**src/rtl/sd_block_reader.sv**
```systemverilog
// Single-block (CMD17) SD read sequencer: issues the command, checks R1, polls for the start
// token, then streams 512 data bytes into an external RAM and discards the two CRC bytes.
module sd_block_reader #(
  parameter bit          BLOCK_ADDR    = 1'b1,
  parameter int unsigned TOKEN_TIMEOUT = 1024
) (
  input  logic        clk,
  input  logic        res,
  input  logic        sd_ready,
  input  logic        rd_req,
  input  logic [31:0] rd_addr,
  output logic        rd_busy,
  output logic        rd_done,
  output logic        rd_error,
  output logic [2:0]  err_code,
  output logic        wr_en,
  output logic [8:0]  wr_addr,
  output logic [7:0]  wr_data,
  output logic        spi_cmd,
  output logic [47:0] spi_cmd_data,
  output logic [9:0]  spi_response_len,
  input  logic        spi_busy,
  input  logic        spi_error,
  input  logic [7:0]  spi_response,
  input  logic        spi_avail
);

  localparam int unsigned PollW = $clog2(TOKEN_TIMEOUT + 1);

  localparam logic [2:0] ErrSpi      = 3'd1;
  localparam logic [2:0] ErrR1       = 3'd2;
  localparam logic [2:0] ErrTimeout  = 3'd3;
  localparam logic [2:0] ErrToken    = 3'd4;
  localparam logic [2:0] ErrNotReady = 3'd5;

  typedef enum logic [3:0] {
    StIdle, StSendCmd, StWaitR1, StSendPoll, StWaitToken, StSendData, StRecvData, StDone, StError
  } state_e;

  state_e             state_q, state_d;
  logic [31:0]        addr_q, addr_d;
  logic [PollW-1:0]   poll_cnt_q, poll_cnt_d;
  logic [9:0]         byte_cnt_q, byte_cnt_d;
  logic               busy_q, busy_d;
  logic [2:0]         err_code_q, err_code_d;
  logic               wr_en_q, wr_en_d;
  logic [8:0]         wr_addr_q, wr_addr_d;
  logic [7:0]         wr_data_q, wr_data_d;
  logic [31:0]        cmd_arg;

  // SDSC cards take a byte address; bits above 22 fall off the 32-bit argument.
  assign cmd_arg = BLOCK_ADDR ? addr_q : {addr_q[22:0], 9'b0};

  always_ff @(posedge clk or posedge res) begin
    if (res) begin
      state_q    <= StIdle;
      addr_q     <= '0;
      poll_cnt_q <= '0;
      byte_cnt_q <= '0;
      busy_q     <= 1'b0;
      err_code_q <= '0;
      wr_en_q    <= 1'b0;
      wr_addr_q  <= '0;
      wr_data_q  <= '0;
    end else begin
      state_q    <= state_d;
      addr_q     <= addr_d;
      poll_cnt_q <= poll_cnt_d;
      byte_cnt_q <= byte_cnt_d;
      busy_q     <= busy_d;
      err_code_q <= err_code_d;
      wr_en_q    <= wr_en_d;
      wr_addr_q  <= wr_addr_d;
      wr_data_q  <= wr_data_d;
    end
  end

  always_comb begin
    state_d          = state_q;
    addr_d           = addr_q;
    poll_cnt_d       = poll_cnt_q;
    byte_cnt_d       = byte_cnt_q;
    busy_d           = busy_q;
    err_code_d       = err_code_q;
    wr_en_d          = 1'b0;
    wr_addr_d        = wr_addr_q;
    wr_data_d        = wr_data_q;
    spi_cmd          = 1'b0;
    spi_cmd_data     = '0;
    spi_response_len = '0;
    rd_done          = 1'b0;
    rd_error         = 1'b0;

    unique case (state_q)
      StIdle: begin
        if (rd_req) begin
          if (!sd_ready) begin
            err_code_d = ErrNotReady;
            state_d    = StError;
          end else if (!spi_busy) begin
            addr_d     = rd_addr;
            busy_d     = 1'b1;
            err_code_d = '0;
            poll_cnt_d = '0;
            byte_cnt_d = '0;
            state_d    = StSendCmd;
          end
        end
      end
      StSendCmd: begin
        spi_cmd_data     = {8'h51, cmd_arg, 8'hFF};
        spi_response_len = 10'd1;
        if (!spi_busy) begin
          spi_cmd = 1'b1;
          state_d = StWaitR1;
        end
      end
      StWaitR1: begin
        if (spi_avail) begin
          if (spi_response == 8'h00) begin
            state_d = StSendPoll;
          end else begin
            err_code_d = ErrR1;
            state_d    = StError;
          end
        end
      end
      StSendPoll: begin
        spi_cmd_data     = '1;
        spi_response_len = 10'd1;
        if (!spi_busy) begin
          spi_cmd    = 1'b1;
          poll_cnt_d = poll_cnt_q + PollW'(1);
          state_d    = StWaitToken;
        end
      end
      StWaitToken: begin
        if (spi_avail) begin
          if (spi_response == 8'hFE) begin
            state_d = StSendData;
          end else if (spi_response[7:4] == 4'h0) begin
            err_code_d = ErrToken;
            state_d    = StError;
          end else if (poll_cnt_q == PollW'(TOKEN_TIMEOUT)) begin
            err_code_d = ErrTimeout;
            state_d    = StError;
          end else begin
            state_d = StSendPoll;
          end
        end
      end
      StSendData: begin
        spi_cmd_data     = '1;
        spi_response_len = 10'd514;
        if (!spi_busy) begin
          spi_cmd    = 1'b1;
          byte_cnt_d = '0;
          state_d    = StRecvData;
        end
      end
      StRecvData: begin
        if (spi_avail) begin
          if (byte_cnt_q < 10'd512) begin
            wr_en_d   = 1'b1;
            wr_addr_d = byte_cnt_q[8:0];
            wr_data_d = spi_response;
          end
          if (byte_cnt_q == 10'd513) state_d = StDone;
          byte_cnt_d = byte_cnt_q + 10'd1;
        end
      end
      StDone: begin
        rd_done = 1'b1;
        busy_d  = 1'b0;
        state_d = StIdle;
      end
      StError: begin
        rd_error = 1'b1;
        busy_d   = 1'b0;
        state_d  = StIdle;
      end
      default: state_d = StIdle;
    endcase

    // Engine fault wins over anything decoded above, including a same-cycle byte.
    if (spi_error && !(state_q inside {StIdle, StDone, StError})) begin
      state_d    = StError;
      err_code_d = ErrSpi;
      wr_en_d    = 1'b0;
      wr_addr_d  = wr_addr_q;
      wr_data_d  = wr_data_q;
      poll_cnt_d = poll_cnt_q;
      byte_cnt_d = byte_cnt_q;
      spi_cmd    = 1'b0;
    end
  end

  assign rd_busy  = busy_q;
  assign err_code = err_code_q;
  assign wr_en    = wr_en_q;
  assign wr_addr  = wr_addr_q;
  assign wr_data  = wr_data_q;

endmodule

```
**config.mk**
```make
export PLATFORM = sky130hd
export DESIGN_NAME = sd_block_reader
export DESIGN_NICKNAME = d
export VERILOG_FILES = /design/src/rtl/sd_block_reader.sv
export SDC_FILE = /design/constraint.sdc
export NUM_CORES = 1
export LEC_CHECK = 0
export ABC_AREA = 1
export CAP_MARGIN = 15
export CORE_ASPECT_RATIO = 1.5
export CORE_MARGIN = 4
export CORE_UTILIZATION = 35
export DETAILED_ROUTE_END_ITERATION = 12
export GPL_ROUTABILITY_DRIVEN = 0
export PLACE_DENSITY_LB_ADDON = 0.3
export SLEW_MARGIN = 0
export SYNTH_ARGS = -nofsm -noshare
export SYNTH_HDL_FRONTEND = slang
export SYNTH_SLANG_ARGS = --single-unit
```
**constraint.sdc**
```tcl
create_clock -name clk -period 6.9 [get_ports clk]
set_input_delay 1.035 -clock clk [delete_from_list [all_inputs] [get_ports clk]]
set_output_delay 1.035 -clock clk [all_outputs]
set_load 0.02 [all_outputs]
```
==> flow_results.org, run 1 <==
** STA
- Total negative setup slack :: 0 ns
- Setup repair after global routing left no endpoint under its margin.
- Setup violations remaining at the end of the flow were counted as 0.
- At the pin with the least slew margin, the transition time is 1.01 ns.
- Worst slew slack as a fraction of its limit :: 32.9%
- Final clock skew :: 0.00696 ns
- After layout, the worst path uses 59.2% of the clock period.
- Hold is met by 0.473 ns.
- Hold violation count in the final report :: 0
- Timing would allow up to 0.245 GHz.
- The number of slew-limit violations in the final report is 0.
- Post-layout minimum cycle time :: 4.08 ns

** Placed design
- Dpl hpwl :: 8.77 mm
- Post-Place Cell Area :: 0.00568 sq mm
- In this run the tool buffered the top-level ports with 122 buffer cells.

** Clocking
- After clock tree synthesis, the flow added hold-fix buffers numbering 0.
- Clock buffers created by TritonCTS :: 9
- Clock Pin Slew Worst Setup and Hold Paths :: 0.06 ns
- H-tree depth :: 3
- Total clock sinks :: 79
- Count of buffers added by post-CTS timing repair for setup :: 0
- Clock tree from TritonCTS :: built
- At the later pin of the worst-skew pair, clock insertion delay measures 0.34 ns.
- Clock root buffer master :: sky130_fd_sc_hd__clkbuf_16
- Buffers from clock root to sink, at most :: 2
- Number of gates given a new drive strength after cts :: 0

** Setup path
- The worst register-to-register path ends at state_q[2].
- Number of cell instances on the worst register-to-register path :: 8
- For flop-to-flop paths, the worst setup slack is 4.61 ns.
- On the worst path, the slowest cell contributes a delay of 0.64 ns.
- Data on the critical path arrives at its endpoint at 3.05 ns.
- Worst path required time :: 5.86 ns
- STA classifies the critical path startpoint as a flip-flop.
- Along the worst path, the maximum fanout reaches 33.
- The critical path goes through inv_1 -> nor2_4 -> nand2_1 -> nand2_1 -> inv_1 -> o21ai_0 -> clkdlybuf4s50_1.
- The worst register-to-register path begins at state_q[0].
- Top cell family by delay on the critical path :: buffers and inverters
- Count of buffer and inverter cells on the critical path :: 3
- STA classifies the critical path endpoint as an output pin.
- Cell type of the slowest stage on the worst timing path :: sky130_fd_sc_hd__clkdlybuf4s50_1
- The critical path is of the flip-flop to output pin type.

** Worst hold path
- Launch instance of the worst min-delay path :: err_code[0]
- Along the worst hold path, the cell count comes to 2.
- Type of the worst min-delay path :: flip-flop to flip-flop
- The path with the worst hold slack has its endpoint at err_code[0].

** Yosys
- Of the synthesized area, sequential elements account for 43.8%.
- The synthesized netlist devotes 10.7% of its cell area to compound gates.
- Share of synthesized cell area in full adder, half adder and majority cells :: 1.11%
- Summed over all instances, the cell type with the most area after synthesis is sky130_fd_sc_hd__dfrtp_1.
- Count of different cell masters after synthesis :: 38
- In the post-synthesis netlist, the biggest area contributors are sky130_fd_sc_hd__dfrtp_1, sky130_fd_sc_hd__nand2_1, sky130_fd_sc_hd__inv_1, sky130_fd_sc_hd__nand3_1, sky130_fd_sc_hd__buf_4.
- The Yosys step of the flow raised 0 warnings.
- After synthesis, the mean cell area works out to 7.56 sq um.
- Multiplexer share of the synthesized area :: 0%
- The synthesized design contains 79 register bits.
- Main combinational cell family by area after synthesis :: simple AND/OR/NAND/NOR gates
- After technology mapping, the gate count stands at 598.
- After Yosys synthesis, XOR and XNOR cells account for 2.33% of the synthesized area.
- Summing the areas of all and, or, nand and nor instances in the mapped netlist gives 29.0% of the synthesized area.
- Post-synthesis instance area :: 0.00452 sq mm
- Of the post-synthesis cell area, the dominant cell type holds 43.8%.

** Die
- For this design the top-level I/O count stands at 130.
- Chip Width :: 101 um
- The die covers 0.0148 sq mm.
- Initial core utilization :: 35.9%
- Measured along the y axis, the die boundary spans 147 um.
- Placeable core area :: 0.0126 sq mm
- The floorplan has 50 rows.

** Global route
- First-pass GRT wire length :: 19.1 mm
- Pin count of the biggest net entering global routing :: 80
- For this run the aggregate overflow at the end of global routing stands at 0.
- All-layer global routing usage :: 16.1%
- The number of global-route vias before repair was 3930.
- Initial antenna violation count :: 0

** Finish
- Summing all non-filler instances in the final layout gives an area of 0.00603 sq mm.
- Number of inserted diodes :: 0
- Fraction of final layout cells sized beyond drive strength 1 :: 7.83%
- Final layout net count :: 748
- Most common cell after layout, fill and taps aside :: sky130_fd_sc_hd__nand2_1
- The area growth from synthesis to layout is 33.5%.
- Highest-count cells in the layout ignoring fill and taps :: sky130_fd_sc_hd__nand2_1, sky130_fd_sc_hd__clkdlybuf4s50_1, sky130_fd_sc_hd__dfrtp_1, sky130_fd_sc_hd__inv_1

** Pwr
- Pwr dens :: 344 mW/mm^2
- Across the VDD grid, the largest voltage drop is 0.000185 V.
- Leakage power total :: 2.94 nW
- Sum of internal, switching and leakage power :: 2.07 mW

** Route
- DRT Pass-1 Iters :: 5
- In the routed layout, each cell is associated on average with a via count of 4.65.
- After detailed routing, the average wire length per cell comes to 13.6 um.
- Across all layers, the routed design uses 3988 vias.
- Total wire length :: 11.7 mm
- For this block, the initial DRC count from the detailed router was 222.
- The count of nets left with antenna violations once routing finished came out at 0.
- After detailed routing, the number of remaining DRC violations is 0.

** Run status
- The run finished with clean final reports.

** Flow run
- # Max-Cap Violations :: 0
[final cells by class]
cell class                      instances  area, sq um
Multi-Input combinational cell        406         1980
Sequential cell                        79         1980
Clock buffer                           12          256
Tap cell                              156          195
Timing Repair Buffer                  124         1250
Clock inverter                          4         76.3
Inverter                               77          298
Fill cell                            1234         6540
[logic make-up (layout without fill, tap and decap cells)]
logic type / after synthesis / in the layout
compound gates: 85 / 85
xor+xnor: 12 / 12
buf+inv: 119 / 217
flops: 79 / 79
other cells: 1 / 7
fa+ha+maj: 4 / 4
simple gates: 298 / 298
[cell usage after synthesis, drive strengths merged]
cell	number
nand2	178
dfrtp	79
inv	77
o21ai	60
nor2	55
nand3	51
buf	35
a21oi	19
xor2	12
nor3	8
clkbuf	7
ha	4
nand4	2
o211ai	2
or2	2
a211oi	1
a31oi	1
and2	1
conb	1
nand3b	1
o22ai	1
o311ai	1
[power breakdown]
group          internal, mW  switching, mW
Sequential            0.580         0.0673
Clock                 0.338          0.189
Combinational         0.348          0.551
[layer usage]
| layer | track usage, % | wire, um |
|---|---|---|
| met1 | 17.9 | 4440 |
| met2 | 29.0 | 6390 |
| met3 | 3.14 | 474 |
| met4 | 7.35 | 367 |
| met5 | 0 | 0 |
[worst min-delay path: stages (launching register included)]
cell and delay (ns):
sky130_fd_sc_hd__dfrtp_1 0.34, sky130_fd_sc_hd__nand2_1 0.05, sky130_fd_sc_hd__nand2_1 0.04
[registers in the layout (all words and copies together) (netlist names)]
name,cells
byte_cnt_q,10
poll_cnt_q,11
err_code,3
wr_addr,9
state_q,4
addr_q,32
wr_data,8
wr_en,1
rd_busy,1
[worst max-delay path by stage]
stage / slack, ns / cells after the start / endpoint / from
after floorplan: 3.84 / 1 / addr_q[0] / res
after global routing: 2.45 / 7 / spi_cmd_data[12] / state_q[0]
after detailed placement: 3.13 / 7 / spi_cmd_data[11] / state_q[0]
after CTS: 2.77 / 7 / spi_cmd_data[11] / state_q[0]
final: 2.82 / 7 / spi_cmd_data[13] / state_q[0]
after global placement: 3.30 / 7 / spi_cmd_data[13] / state_q[0]
[metrics by stage]
step | setup slack (ns) | util [%] | std cells
CTS | 2.77 | 47.8 | 857
global placement | 3.30 | 45.2 | 841
detailed placement | 3.13 | 45.2 | 841
global route | 2.45 | 48.0 | 858
finish | 2.82 | 48.0 | 858
floorplan | 3.84 | - | 604
Note: power is estimated with default switching activity, not from simulation.
==> run 2: changes to the inputs <==
clock period = 4.08 ns   (was 6.9 ns; I/O delays follow)
==> flow_results.org, run 2 (same netlist as run 1, synthesis figures left out) <==
** Setup path
- Instance count on the critical path :: 8 (+1)
- The cell that appears most often on the critical path is sky130_fd_sc_hd__inv_1.
- Startpoint of the most critical setup path :: state_q[3]
- Crit path kind :: flip-flop to output pin
- Source of the worst register-to-register timing path :: state_q[3]
- The biggest cell delay along the critical path is 0.69 ns (+0.05 ns).
- Number of cell instances on the worst register-to-register path :: 10 (+2)
- The required time of the critical path was 3.47 ns (-2.39 ns).
- Crit path DAT :: 3.02 ns (-0.03 ns)
- Cell type of the slowest stage on the worst timing path :: sky130_fd_sc_hd__inv_1
- Count of buffer and inverter cells on the critical path :: 4 (+1)
- List of cells traversed by the critical path :: inv_1 -> nand2_1 -> nor2_4 -> inv_1 -> nand2_1 -> inv_1 -> o21ai_0 -> clkdlybuf4s50_1
- Maximum fanout count along the critical path :: 33 (unchanged)
- Top cell family by delay on the critical path :: buffers and inverters
- Worst setup EP type :: output pin
- Category of the worst setup path launch point :: flip-flop

** Route
- Routed length per instance :: 13.6 um (-0.33%)
- The via count normalized by instance count was 4.71 (+1.4%).
- Detailed router's first-iteration violation count :: 143 (-36%)
- DRC Markers :: 0 (unchanged)
- Total via count after detailed routing :: 4052 (+1.6%)
- The number of antenna-violating nets in the routed design came to 0 (unchanged).
- The number of iterations in the first detailed-routing pass was 4 (-1).
- The wire length reported by the detailed router was 11.7 mm (about the same).

** Worst hold path
- Type of the worst min-delay path :: flip-flop to flip-flop
- Launch instance of the worst min-delay path :: err_code[2]
- The depth of the worst hold-timing path came to 2 (unchanged).

** Die
- Number of ports placed on the die boundary :: 130 (unchanged)
- The area of the core came to 0.0126 sq mm (unchanged).
- The horizontal die dimension is 101 um (unchanged).
- The effective utilization at floorplan came to 35.9% (unchanged).
- The floorplan row count was 50 (unchanged).
- The overall die area is 0.0148 sq mm (unchanged).
- The die boundary height was 147 um (unchanged).

** Finish
- In the layout the commonest cells are sky130_fd_sc_hd__nand2_1, sky130_fd_sc_hd__clkdlybuf4s50_1, sky130_fd_sc_hd__dfrtp_1, sky130_fd_sc_hd__inv_1.
- Leaving out fill and tap cells, the most frequent cell in the layout is sky130_fd_sc_hd__nand2_1.
- Number of flip-flops in the largest register :: 32 (unchanged)
- Fraction of final layout cells sized beyond drive strength 1 :: 8.24% (+0.40 points)
- Compared with the post-synthesis result, the final layout area differs by 32.5%.
- Ranked by flip-flop count, first place goes to addr_q.
- The final layout net count was 750 (+0.27%).
- Number of inserted diodes :: 0 (unchanged)
- The largest registers in the layout are addr_q x32, poll_cnt_q x11, byte_cnt_q x10.

** Clocking
- H-tree depth :: 3 (unchanged)
- The number of hold buffers added after cts is 0 (unchanged).
- Number of gates given a new drive strength after cts :: 0 (unchanged)
- The number of buffers created by CTS was 9 (unchanged).
- Clock tree from TritonCTS :: built
- Clock root buffer master :: sky130_fd_sc_hd__clkbuf_16
- The post-CTS clock slew at the launch and capture registers of the worst setup and hold paths came to 0.06 ns (about the same).
- The post-CTS setup buffer count is 0 (unchanged).
- The clock sink count came to 79 (unchanged).
- Clk Latency, worst-skew pair :: 0.34 ns (about the same)
- Buffers from clock root to sink, at most :: 2 (unchanged)

** STA
- Final clock skew :: 0.00536 ns (-0.00159 ns)
- Static timing analysis puts the maximum clock frequency at 0.276 GHz.
- Worst slew slack as a fraction of its limit :: 39.8% (+6.9 points)
- Share of the cycle needed by the critical path after routing :: 89.0%
- The worst hold-check slack was 0.475 ns (+0.00200 ns).
- Final setup violation count :: 0 (unchanged)
- The post-route setup TNS was 0 ns (unchanged).
- The slew of the pin with the lowest slew margin was 0.902 ns (-0.104 ns).
- Setup repair after global routing left no endpoint under its margin.
- Hold violation count in the final report :: 0 (unchanged)
- Pins Over Slew Limit :: 0 (unchanged)
- The clock period could shrink to 3.63 ns.

** Pwr
- The combinational fraction of design power came to 45.1% (+1.7 points).
- Share of total power consumed by net switching :: 40.8% (+1.9 points)
- The internal portion of total power is 2.00 mW (+58%).
- Sw power :: 1.38 mW (+70%)
- The cell leakage power is 2.92 nW (-0.45%).
- Relative contribution of the clock network to total power :: 22.4% (-3.0 points)
- Part of the total power dissipated in sequential elements :: 32.5% (+1.3 points)
- The areal power density over the cells came to 564 mW/mm^2 (+64%).
- The maximum vdd ir drop was 0.000231 V (+25%).

** Global route
- Initial antenna violation count :: 0 (unchanged)
- The overall track demand over capacity in global routing is 16.2% (+0.094 points).
- Aggregate global routing overflow :: 0 (unchanged)
- Vias in the first global route :: 4049 (+3.0%)
- The maximum number of pins on one net before global-route repair came to 66 (-18%).
- The wire length of the first global-routing pass was 19.4 mm (+1.6%).

** Placed design
- Dpl hpwl :: 8.80 mm (+0.33%)
- Port buffer count :: 122 (unchanged)

** Run status
- The run finished with clean final reports.

** Flow run
- # Max-Cap Violations :: 0 (unchanged)
==> run 2: cell count changes in the layout (fill, tap and decap cells not counted), sizes merged <==
cell and change:
clkinv +5, bufinv -2, clkbuf -2, buf +2
clkinvlp -1
==> run 2: cell type report <==
| type | instances | area (sq um) |
|---|---|---|
| clock buffer | 10 | 239 |
| clock inverter | 6 | 45.0 |
| fill | 1226 | 6590 |
| inverter | 77 | 298 |
| multi-input combinational | 406 | 1980 |
| sequential | 79 | 1980 |
| tap | 156 | 195 |
| timing repair buffer | 126 | 1250 |
==> run 2: power groups by stage <==
stage          sequential, mW  combinational (mW)  clock [mW]
2_1_floorplan            1.12                1.02           0
3_3_place_gp             1.10                1.51           0
3_5_place_dp             1.11                1.54           0
4_1_cts                  1.10                1.54       0.777
5_1_grt                  1.12                1.68       0.808
6_report                 1.10                1.52       0.757
==> run 2: worst register-to-register path: stages, from the launching register on <==
cell	delay [ns]
sky130_fd_sc_hd__dfrtp_1	0.46
sky130_fd_sc_hd__inv_1	0.10
sky130_fd_sc_hd__nand2_1	0.12
sky130_fd_sc_hd__nor2_4	0.06
sky130_fd_sc_hd__inv_1	0.20
sky130_fd_sc_hd__nand2_1	0.19
sky130_fd_sc_hd__inv_1	0.69
sky130_fd_sc_hd__buf_4	0.24
sky130_fd_sc_hd__nand3_1	0.06
sky130_fd_sc_hd__nand2_1	0.07
sky130_fd_sc_hd__o21ai_1	0.07
==> run 2: through the flow <==
| step | cells | utilization [%] | area [sq um] | setup slack (ns) | total power, mW |
|---|---|---|---|---|---|
| after floorplan | 604 | - | 4540 | 1.44 | 2.13 |
| after global placement | 844 | 45.3 | 5700 | 0.948 | 2.61 |
| after detailed placement | 844 | 45.3 | 5700 | 0.772 | 2.65 |
| after CTS | 860 | 47.6 | 5980 | 0.405 | 3.42 |
| after global routing | 860 | 47.6 | 5980 | 0.144 | 3.61 |
| final | 860 | 47.6 | 5980 | 0.451 | 3.37 |
==> run 2: metal layers <==
layer / global-route usage, % / vias to the layer above / part of all wire [%]
li1: - / 2051 / -
met5: 0 / - / 0
met3: 3.14 / 27 / 3.9
met1: 17.7 / 1866 / 39
met2: 29.4 / 108 / 54
met4: 7.48 / 0 / 3.5
==> run 2: path summary, 6_finish.rpt <==
kind,to,slack (ns)
max in group asynchronous,addr_q[17],2.44
min in group asynchronous,wr_addr[3],0.76
hold / removal,err_code[2],0.47
setup / recovery,spi_cmd_data[35],0.45
hold reg to reg,err_code[2],0.47
setup reg to reg,state_q[2],1.72
==> RTL edit (flow settings as in run 1) <==
Change the parameter `BLOCK_ADDR` from 1'b1 to 1'b0.
--- a/src/rtl/sd_block_reader.sv
+++ b/src/rtl/sd_block_reader.sv
@@ -1,7 +1,7 @@
 // Single-block (CMD17) SD read sequencer: issues the command, checks R1, polls for the start
 // token, then streams 512 data bytes into an external RAM and discards the two CRC bytes.
 module sd_block_reader #(
-  parameter bit          BLOCK_ADDR    = 1'b1,
+  parameter bit          BLOCK_ADDR    = 1'b0,
   parameter int unsigned TOKEN_TIMEOUT = 1024
 ) (
   input  logic        clk,
Check against the original RTL: not equivalent (a bounded check fails within 4 cycles, from zero or initial values).
==> RTL edit against run 1 <==
Utilization shrank 0.71 points. Setup slack lost 0.046 ns. Highest routed layer unchanged. Largest cell class unchanged. Non-clock buffer count shrank 10. Area after synthesis shrank 8.8%. Sequential power shrank 11%. Final cell count shrank 9.6%. Global-route usage shrank 0.85 points. Wire length shrank 13%. Power shrank 9.6%. Critical path depth shrank 1. Sequential cell count shrank 9. Cell area shrank 9.6%. Critical endpoint is now spi_cmd_data[25]. Largest power group unchanged.
==> RTL edit: results (changes against run 1) <==
min_path:
  hold_end: "wr_data[6]"
  hold_class: "reg2reg"
  hold_start: "wr_data[6]"
synth:
  syn_area_per_cell_um2: 7.72  # +2.2%
  synth_compound_area_share_pct: 10.5  # -0.21 points
  async_reset_ff_share_pct: 100  # unchanged
  synthAdderAreaFrac_pct: 1.21  # +0.11 points
  ys_types: 36  # -5.3%
  muxShareOfSynthArea_pct: 1.37  # +1.4 points
  synth_commonest_cells: "nand2_1, nor2_1, dfrtp_1"
  yosysSeqAreaShare_pct: 42.5  # -1.3 points
  synthFlopType: "dfrtp_1"
  synth.area.top_cells: "dfrtp_1, nand2_1, nor2_1"
  synth_xor_area_share_pct: 2.98  # +0.65 points
route:
  viasPerCell: 4.63  # -0.33%
  m1WireLength_um: 4210  # -5.0%
  met2_length_um: 5200  # -19%
  wl_per_cell_um: 13.1  # -3.4%
  wl_met3_um: 673  # +42%
  finalWirelength_um: 10200  # -13%
  initialDrtViolationCount: 176  # -21%
place:
  place_inst: 760  # -9.6%
  place_area_um2: 5150  # -9.3%
  dpl.hpwl_um: 7560  # -14%
  port_buffers: 113  # -7.4%
  dpl_worst_slack_ns: 3.06  # -0.0694 ns
clocking:
  cts_made_buffers: 9  # unchanged
  htreeDepth: 3  # unchanged
  clkTransAtPathRegs_ns: 0.05
global_routing:
  use_met2_pct: 27.0  # -1.9 points
  grt_pass1_wl_um: 17200  # -9.9%
  grt_use_total_pct: 15.3  # -0.85 points
  gr-usage-met1_pct: 17.6  # -0.26 points
  grt_max_degree: 71  # -11%
  use_met3_pct: 4.11  # +0.97 points
  grt_pass1_vias: 3617  # -8.0%
worst_setup_path:
  r2r_slack_ns: 4.55  # -0.06 ns
  critPathMaxFanout: 21  # -36%
  crit_family: "simple AND/OR/NAND/NOR gates"
  worstPathArrival_ns: 3.10  # +0.05 ns
  worstSetupEndpoint: "spi_cmd_data[25]"
  cp_slowest_cell: "clkdlybuf4s50_1"
  worstReg2RegEnd: "state_q[2]"
  worst-r2r-cell-count: 7  # -1
  worstReg2RegStart: "state_q[3]"
run_status:
  status: "completed"
power_and_ir_drop:
  pwr-share-comb_pct: 44.5  # +1.1 points
  p_total_mw: 1.87  # -9.6%
  pwr-share-seq_pct: 30.8  # -0.4 points
  leakage_nw: 2.49  # -15%
  vdd_drop_max_uv: 182  # -1.5%
  netSwitchingPower_uw: 719  # -11%
sta:
  fin_worst_skew_ns: 0.00836  # +0.00140 ns
  hold_slack_ns: 0.480  # +0.00739 ns
  slew_headroom_pct: 40.7  # +7.8 points
  worst_slack_ns: 2.77  # -0.0460 ns
cells_and_area:
  fin_nets: 672  # -10%
  reg_top3: "addr_q x23, poll_cnt_q x11, byte_cnt_q x10"
  drive_gt1_share_pct: 9.90  # +2.1 points
-- RTL edit: cell count changes in the layout (fill, tap and decap cells not counted), sizes merged, moves of 5 or more --
cell,before,now
dfrtp,79,70
mux2,0,5
a21oi,19,25
o21ai,60,45
inv,77,57
clkdlybuf4s50,122,113
nand2,178,139
nor2,55,79
nand3,51,29
-- RTL edit: final cells by class --
type / instances / area (µm²)
fillers: 1150 / 6080
repair buffers: 114 / 1140
well taps: 150 / 188
inverters: 57 / 216
flip-flops and latches: 70 / 1750
clock buffers: 12 / 256
multi-input cells: 369 / 1850
clock inverters: 4 / 45.0
-- RTL edit: worst register-to-register path: stages, from the launching register on --
cell	delay [ns]
dfrtp_1	0.44
nor2_4	0.25
nand2_1	0.31
nand2_1	0.50
inv_1	0.39
nand3_1	0.19
nand2_1	0.06
o21ai_1	0.12
